==> src/rtl/enc3_pkg.sv <==
// Shared definitions for the encryption-3 / decryption-3 pair: widths,
// frame layout and the boundaries of the mask slices.
package enc3_pkg;

    localparam int unsigned PT_W    = 60;              // plaintext / mask width
    localparam int unsigned SEED_W  = 11;              // rand_11 mask seed
    localparam int unsigned TAG_W   = 6;               // rand_6 pass-through tag
    localparam int unsigned X_W     = PT_W + 1;        // masked value width
    localparam int unsigned FRAME_W = X_W + SEED_W + TAG_W;

    // Frame layout, MSB first: x[77:17], rand_11[16:6], rand_6[5:0]
    typedef struct packed {
        logic [X_W-1:0]    x;
        logic [SEED_W-1:0] r;
        logic [TAG_W-1:0]  tag;
    } frame_t;

    // Lower bit of each mask slice; the top slice ends at PT_W-1
    localparam int unsigned M0_LSB = 0;    // ~r
    localparam int unsigned M1_LSB = 11;   //  r
    localparam int unsigned M2_LSB = 22;   //  r
    localparam int unsigned M3_LSB = 33;   // ~r
    localparam int unsigned M4_LSB = 44;   //  r
    localparam int unsigned M5_LSB = 55;   //  r[4:0]

endpackage

==> src/rtl/decrypt_function_3_if.sv <==
// Streaming valid/ready bundle between the frame deserializer, the
// decryptor and the plaintext consumer.
interface decrypt_function_3_if;
    import enc3_pkg::*;

    logic [FRAME_W-1:0] frame_in;
    logic               in_valid;
    logic               in_ready;
    logic [PT_W-1:0]    data_out;
    logic [TAG_W-1:0]   rand_6_out;
    logic               err_out;
    logic               out_valid;
    logic               out_ready;

    // Decryptor side
    modport slave (
        input  frame_in, in_valid, out_ready,
        output in_ready, data_out, rand_6_out, err_out, out_valid
    );

    // Producer/consumer side
    modport master (
        output frame_in, in_valid, out_ready,
        input  in_ready, data_out, rand_6_out, err_out, out_valid
    );

endinterface

==> src/rtl/enc3_mask_gen.sv <==
// Additive mask generator shared by encryptor and decryptor so both
// directions derive an identical 60-bit mask from the 11-bit seed.
module enc3_mask_gen
    import enc3_pkg::*;
(
    input  logic [SEED_W-1:0] r,
    output logic [PT_W-1:0]   b
);

    // Tile the seed (and its complement) across the mask
    always_comb begin
        b = '0;
        b[M1_LSB-1:M0_LSB] = ~r;
        b[M2_LSB-1:M1_LSB] = r;
        b[M3_LSB-1:M2_LSB] = r;
        b[M4_LSB-1:M3_LSB] = ~r;
        b[M5_LSB-1:M4_LSB] = r;
        b[PT_W-1:M5_LSB]   = r[PT_W-M5_LSB-1:0];
    end

endmodule

==> src/rtl/decrypt_function_3.sv <==
// Two-stage streaming decryptor: S1 captures the frame and its mask,
// S2 subtracts the mask, flags inconsistent frames and presents the
// result. Saturating delivered-frame and error counters.
module decrypt_function_3
    import enc3_pkg::*;
#(
    parameter int unsigned DATA_W = 60,
    parameter int unsigned R11_W  = 11,
    parameter int unsigned R6_W   = 6,
    parameter int unsigned CNT_W  = 16
) (
    input  logic             Clk,
    input  logic             Rst,
    decrypt_function_3_if.slave bus,
    output logic [CNT_W-1:0] frame_cnt,
    output logic [CNT_W-1:0] err_cnt
);

    frame_t              fin;
    logic [R11_W-1:0]    seed;
    logic [DATA_W-1:0]   mask;

    logic                s1_v;
    logic                s2_v;
    logic                s1_adv;
    logic                s2_adv;
    logic                out_hs;

    logic [DATA_W:0]     s1_x;
    logic [DATA_W-1:0]   s1_b;
    logic [R6_W-1:0]     s1_tag;

    logic [DATA_W+1:0]   diff;

    logic [DATA_W-1:0]   data_q;
    logic [R6_W-1:0]     tag_q;
    logic                err_q;

    assign fin  = bus.frame_in;
    assign seed = fin.r;

    enc3_mask_gen u_mask (
        .r (seed),
        .b (mask)
    );

    assign s2_adv = !s2_v || bus.out_ready;
    assign s1_adv = !s1_v || s2_adv;
    assign out_hs = s2_v && bus.out_ready;

    // Extra top bit catches the borrow, bit DATA_W catches overflow
    assign diff = {1'b0, s1_x} - {2'b0, s1_b};

    assign bus.in_ready   = s1_adv;
    assign bus.out_valid  = s2_v;
    assign bus.data_out   = data_q;
    assign bus.rand_6_out = tag_q;
    assign bus.err_out    = err_q;

    // S1: capture frame fields and the mask on each input handshake
    always_ff @(posedge Clk or posedge Rst) begin
        if (Rst) begin
            s1_v   <= 1'b0;
            s1_x   <= '0;
            s1_b   <= '0;
            s1_tag <= '0;
        end else if (s1_adv) begin
            s1_v <= bus.in_valid;
            if (bus.in_valid) begin
                s1_x   <= fin.x;
                s1_b   <= mask;
                s1_tag <= fin.tag;
            end
        end
    end

    // S2: unmask and flag, holding while the consumer stalls
    always_ff @(posedge Clk or posedge Rst) begin
        if (Rst) begin
            s2_v   <= 1'b0;
            data_q <= '0;
            tag_q  <= '0;
            err_q  <= 1'b0;
        end else if (s2_adv) begin
            s2_v <= s1_v;
            if (s1_v) begin
                data_q <= diff[DATA_W-1:0];
                tag_q  <= s1_tag;
                err_q  <= diff[DATA_W+1] | diff[DATA_W];
            end
        end
    end

    // Saturating statistics, updated on the output handshake edge
    always_ff @(posedge Clk or posedge Rst) begin
        if (Rst) begin
            frame_cnt <= '0;
            err_cnt   <= '0;
        end else if (out_hs) begin
            if (frame_cnt != '1)
                frame_cnt <= frame_cnt + CNT_W'(1);
            if (err_q && (err_cnt != '1))
                err_cnt <= err_cnt + CNT_W'(1);
        end
    end

endmodule
==> src/flat_wrapper.sv <==
// flat-port wrapper written by rule: the top's interface ports become plain ports
module decrypt_function_3_flat import enc3_pkg::*;
#(
    parameter int unsigned DATA_W = 60,
    parameter int unsigned R11_W  = 11,
    parameter int unsigned R6_W   = 6,
    parameter int unsigned CNT_W  = 16
)
  (Clk, Rst, frame_cnt, err_cnt, bus_frame_in, bus_in_valid, bus_out_ready, bus_in_ready, bus_data_out, bus_rand_6_out, bus_err_out, bus_out_valid);
  decrypt_function_3_if bus_i ();
  input  logic Clk;
  input  logic Rst;
  output logic [CNT_W-1:0] frame_cnt;
  output logic [CNT_W-1:0] err_cnt;
  input wire logic [$bits(bus_i.frame_in)-1:0] bus_frame_in;
  input wire logic [$bits(bus_i.in_valid)-1:0] bus_in_valid;
  input wire logic [$bits(bus_i.out_ready)-1:0] bus_out_ready;
  output wire logic [$bits(bus_i.in_ready)-1:0] bus_in_ready;
  output wire logic [$bits(bus_i.data_out)-1:0] bus_data_out;
  output wire logic [$bits(bus_i.rand_6_out)-1:0] bus_rand_6_out;
  output wire logic [$bits(bus_i.err_out)-1:0] bus_err_out;
  output wire logic [$bits(bus_i.out_valid)-1:0] bus_out_valid;
  assign bus_i.frame_in = bus_frame_in;
  assign bus_i.in_valid = bus_in_valid;
  assign bus_i.out_ready = bus_out_ready;
  assign bus_in_ready = bus_i.in_ready;
  assign bus_data_out = bus_i.data_out;
  assign bus_rand_6_out = bus_i.rand_6_out;
  assign bus_err_out = bus_i.err_out;
  assign bus_out_valid = bus_i.out_valid;
  decrypt_function_3 #(.DATA_W(DATA_W), .R11_W(R11_W), .R6_W(R6_W), .CNT_W(CNT_W)) u_core (.Clk(Clk), .Rst(Rst), .bus(bus_i), .frame_cnt(frame_cnt), .err_cnt(err_cnt));
endmodule
==> config.mk <==
export PLATFORM = sky130hd
export DESIGN_NAME = decrypt_function_3_flat
export DESIGN_NICKNAME = d
export VERILOG_FILES = /design/src/rtl/enc3_pkg.sv /design/src/rtl/decrypt_function_3_if.sv /design/src/rtl/enc3_mask_gen.sv /design/src/rtl/decrypt_function_3.sv /design/src/flat_wrapper.sv
export SDC_FILE = /design/constraint.sdc
export NUM_CORES = 1
export LEC_CHECK = 0
export ABC_AREA = 0
export CORE_MARGIN = 2
export CORE_UTILIZATION = 30
export DETAILED_ROUTE_END_ITERATION = 10
export GPL_TIMING_DRIVEN = 0
export MAX_ROUTING_LAYER = met4
export SLEW_MARGIN = 30
export SYNTH_ARGS = -nofsm -noshare
export SYNTH_HDL_FRONTEND = slang
export SYNTH_SLANG_ARGS = --single-unit
==> constraint.sdc <==
create_clock -name Clk -period 9.4 [get_ports Clk]
set_input_delay 1.88 -clock Clk [delete_from_list [all_inputs] [get_ports Clk]]
set_output_delay 1.88 -clock Clk [all_outputs]
set_load 0.01 [all_outputs]
==> results.toml <==
[sta]
max_freq_mhz = 197
rsz0062_at_grt = "false"
slew-limit-headroom_pct = 42.6
drv_slew = 0
hold_viol = 0
clock_skew_ns = 0.0167
worstMarginPinSlew_ns = 0.861
fin_crit_sh_pct = 53.9
setup_viol = 0
min_period_ns = 5.06

[placed_design]
place_area_um2 = 13100
routabilityCongestion = 0.904
port_buffers = 182
dp_cells = 1738
hpwl_um = 26200

[worst_setup_path]
critPathBufInv = 2
critical_path_class = "in -> out"
path_delay_family = "buffers and inverters"
reg2reg_slack_ns = 5.72
crit_chain = "clkdlybuf4s50_1 > nand3b_1 > clkdlybuf4s50_1"
end_kind = "primary output"
crit_required_ns = 7.52
cp-start-kind = "primary input"
timing.rr.start = "u_core.s1_x[0]$_DFFE_PP0P_"
max_stage_delay_ns = 0.58
rr_worst_depth = 14
rr_endpoint = "u_core.bus.data_out[48]$_DFFE_PP0P_"
crit_slowest_cell = "clkdlybuf4s50_1"
cp_max_fo = 4
arrival_ns = 3.18
cp_common_cell = "clkdlybuf4s50_1"

[synthesis]
syn-cell-area_um2 = 10700
synth.distinct_cells = 56
yosysWarnings = 0
ys_top_cells_by_count = "190 x dfrtp_1, 134 x nand2_1, 110 x o21ai_0"
async_flop_share_pct = 100
synth_area_leaders = "dfrtp_1 45%, mux2_2 8.2%, ha_1 7.3%, o21ai_0 5.2%, nand2_1 4.7%"
ys_ff_latch = 190
ys.flop_type = "dfrtp_1"
synth.avg_cell_area_um2 = 9.75
ys_seq_area_share_pct = 44.6
synth_cells = 1093
yosys.cell_count.top_type = "dfrtp_1"
yosysTopAreaCell = "dfrtp_1"
syn-num-nets = 1238
synth_top_area_share_pct = 44.6
synth_edf_count = 0

[power]
p_comb_share_pct = 43.7
clkPwrFrac_pct = 22.0
power_frac_seq_pct = 34.3
power.internal_w = 0.00211
swShare_pct = 38.6
ir_drop_mv = 0.135
p_leak_nw = 5.72
powerDensity_nw_per_um2 = 251
p_sw_w = 0.00133

[cts]
htree_levels = 4
cts_tree = "yes"
cts-root-buf = "clkbuf_16"
clock_latency_ns = 0.46
cts.sinks = 190
ctsResizeCount = 0
cts_setup_buffers = 0
cts_buffers = 17
clockBufferDepth = 2
cts-hold-fix-buffers = 0
cts.clk_slew.worst_paths_ns = 0.07

[routing]
first_pass_iters = 5
dr.first_iter.drc_count = 742
num_vias = 8792
drc = 0
ant_nets = 0
routed_wl_um = 32900
drt-vias-per-instance = 4.97
wire_per_inst_um = 18.6

[final_layout]
final_nets = 1441
final_cells = 1770
syn_to_final_growth_pct = 28.9
final_area_um2 = 13700
antenna_cells = 0
drive_gt1_share_pct = 11.0
nFillCells = 3540

[grt]
grt_pass1_wl_um = 50300
antenna_found_initial = 0
gr-total-overflow = 0
grt_pass1_vias = 8704
grt_util_all_layers_pct = 18.6
grt_start_max_net_pins = 94

[floorplan]
fp.dieH_um = 192
die_area_um2 = 37000
num_io_pins = 183
core_area_um2 = 35300
die_x_um = 192
rows = 69
start_util_pct = 30.2

[run_status]
status = "finished clean"

[worst_hold_path]
whs_endpoint = "u_core.bus.data_out[41]$_DFFE_PP0P_"
whs_path_depth = 2
hold_path.class = "reg -> reg"
worstHoldStart = "u_core.bus.data_out[41]$_DFFE_PP0P_"

[flow_run]
cap_violations = 0
==> per-layer routing <==
metal / wire (µm) / part of all wire (%) / track usage [%] / up-vias
met5: 0 / 0 / - / -
met4: 661 / 2.0 / 5.87 / 0
met3: 1610 / 4.9 / 3.07 / 39
met2: 14700 / 45 / 27.8 / 239
met1: 16000 / 49 / 25.8 / 4232
li1: - / - / - / 4282
==> cell type report <==
cell class | count | area, µm² | share of cell area, %
inverters | 41 | 161 | 1.18
flip-flops and latches | 190 | 4750 | 34.6
clock buffers | 17 | 425 | 3.10
well taps | 461 | 577 | 4.20
multi-input cells | 813 | 5550 | 40.4
clock inverters | 15 | 186 | 1.36
plain buffers | 49 | 198 | 1.44
repair buffers | 184 | 1880 | 13.7
==> flip-flops by register name, summed over array words and instances, names as in the netlist <==
register	cells
u_core.s1_x	61
u_core.bus.data_out	60
u_core.s1_b	22
u_core.err_cnt	16
u_core.frame_cnt	16
u_core.bus.rand_6_out	6
u_core.s1_tag	6
u_core.bus.err_out	1
u_core.bus.out_valid	1
u_core.s1_v	1
==> layout by cell type (no fill, tap or decap), types with 4 or more instances in the layout <==
| master | netlist | layout |
|---|---|---|
| and2_1 | 4 | 4 |
| o21ai_1 | 11 | 11 |
| nor2_1 | 49 | 49 |
| mux2_2 | 78 | 78 |
| inv_8 | 0 | 9 |
| o21a_1 | 23 | 23 |
| nand2_1 | 134 | 134 |
| nand3_1 | 31 | 31 |
| a31oi_1 | 6 | 6 |
| clkdlybuf4s50_1 | 0 | 182 |
| a21oi_1 | 80 | 80 |
| clkbuf_1 | 39 | 38 |
| xnor2_1 | 54 | 54 |
| a21o_1 | 13 | 13 |
| nor3_1 | 14 | 14 |
| nand2b_1 | 11 | 11 |
| nand4_1 | 29 | 29 |
| dfrtp_1 | 190 | 190 |
| clkbuf_16 | 0 | 17 |
| inv_1 | 40 | 39 |
| o21ai_0 | 110 | 110 |
| buf_2 | 10 | 10 |
| ha_1 | 62 | 62 |
| xor2_1 | 31 | 31 |
| or3_1 | 4 | 4 |
| o21bai_1 | 9 | 9 |
| nor2b_1 | 7 | 7 |
==> worst max path at each step <==
stage / slack [ns] / from / to / depth (start not counted)
after floorplan: 2.35 / Rst / u_core.bus.data_out[0]$_DFFE_PP0P_ / 1
after global placement: -0.28 / Rst / u_core.s1_x[15]$_DFFE_PP0P_ / 2
after detailed placement: 4.35 / bus_out_ready / bus_in_ready / 3
after CTS: 4.34 / bus_out_ready / bus_in_ready / 3
after global routing: 4.34 / bus_out_ready / bus_in_ready / 3
final: 4.34 / bus_out_ready / bus_in_ready / 3
==> through the flow <==
stage,hold slack [ns],power [W],util (%),setup WS (ns),setup TNS [ns]
global placement,0.468,0.00268,37.0,-0.275,-47.87
CTS,0.488,0.00347,38.9,4.34,0
finish,0.480,0.00344,38.9,4.34,0
detailed placement,0.471,0.00270,37.1,4.35,0
global route,0.510,0.00367,38.9,4.34,0
floorplan,0.464,0.00202,-,2.35,0
==> worst register-to-register path, stage by stage (launching register included) <==
cell and delay (ns):
dfrtp_1 0.37, inv_1 0.17, ha_1 0.21, inv_1 0.06, fa_1 0.43, a211oi_2 0.27
o31ai_4 0.15, o21ai_2 0.21, nand2_1 0.15, a2111oi_0 0.55, nor2_1 0.24, a31oi_1 0.34
o21ai_0 0.18, xnor2_1 0.16, o21ai_0 0.09
==> cells by family after synthesis <==
family                     Yosys count  synth area share (%)
xor gates and xnor gates            85                  6.99
buffers and inverters               90                  3.29
muxes                               80                  8.43
AOI/OAI and AO/OA                  289                  16.5
adders and majority gates           63                  7.47
DFF                                190                  44.6
and+or+nand+nor                    296                  12.7
==> power by group through the flow <==
stage	clock network [W]	registers (W)	logic (W)
2_1_floorplan	0	0.00123	0.000789
3_3_place_gp	0	0.00119	0.00149
3_5_place_dp	0	0.00120	0.00150
4_1_cts	0.000780	0.00118	0.00151
5_1_grt	0.000809	0.00121	0.00165
6_report	0.000758	0.00118	0.00150
(Power assumes the default switching activity.)
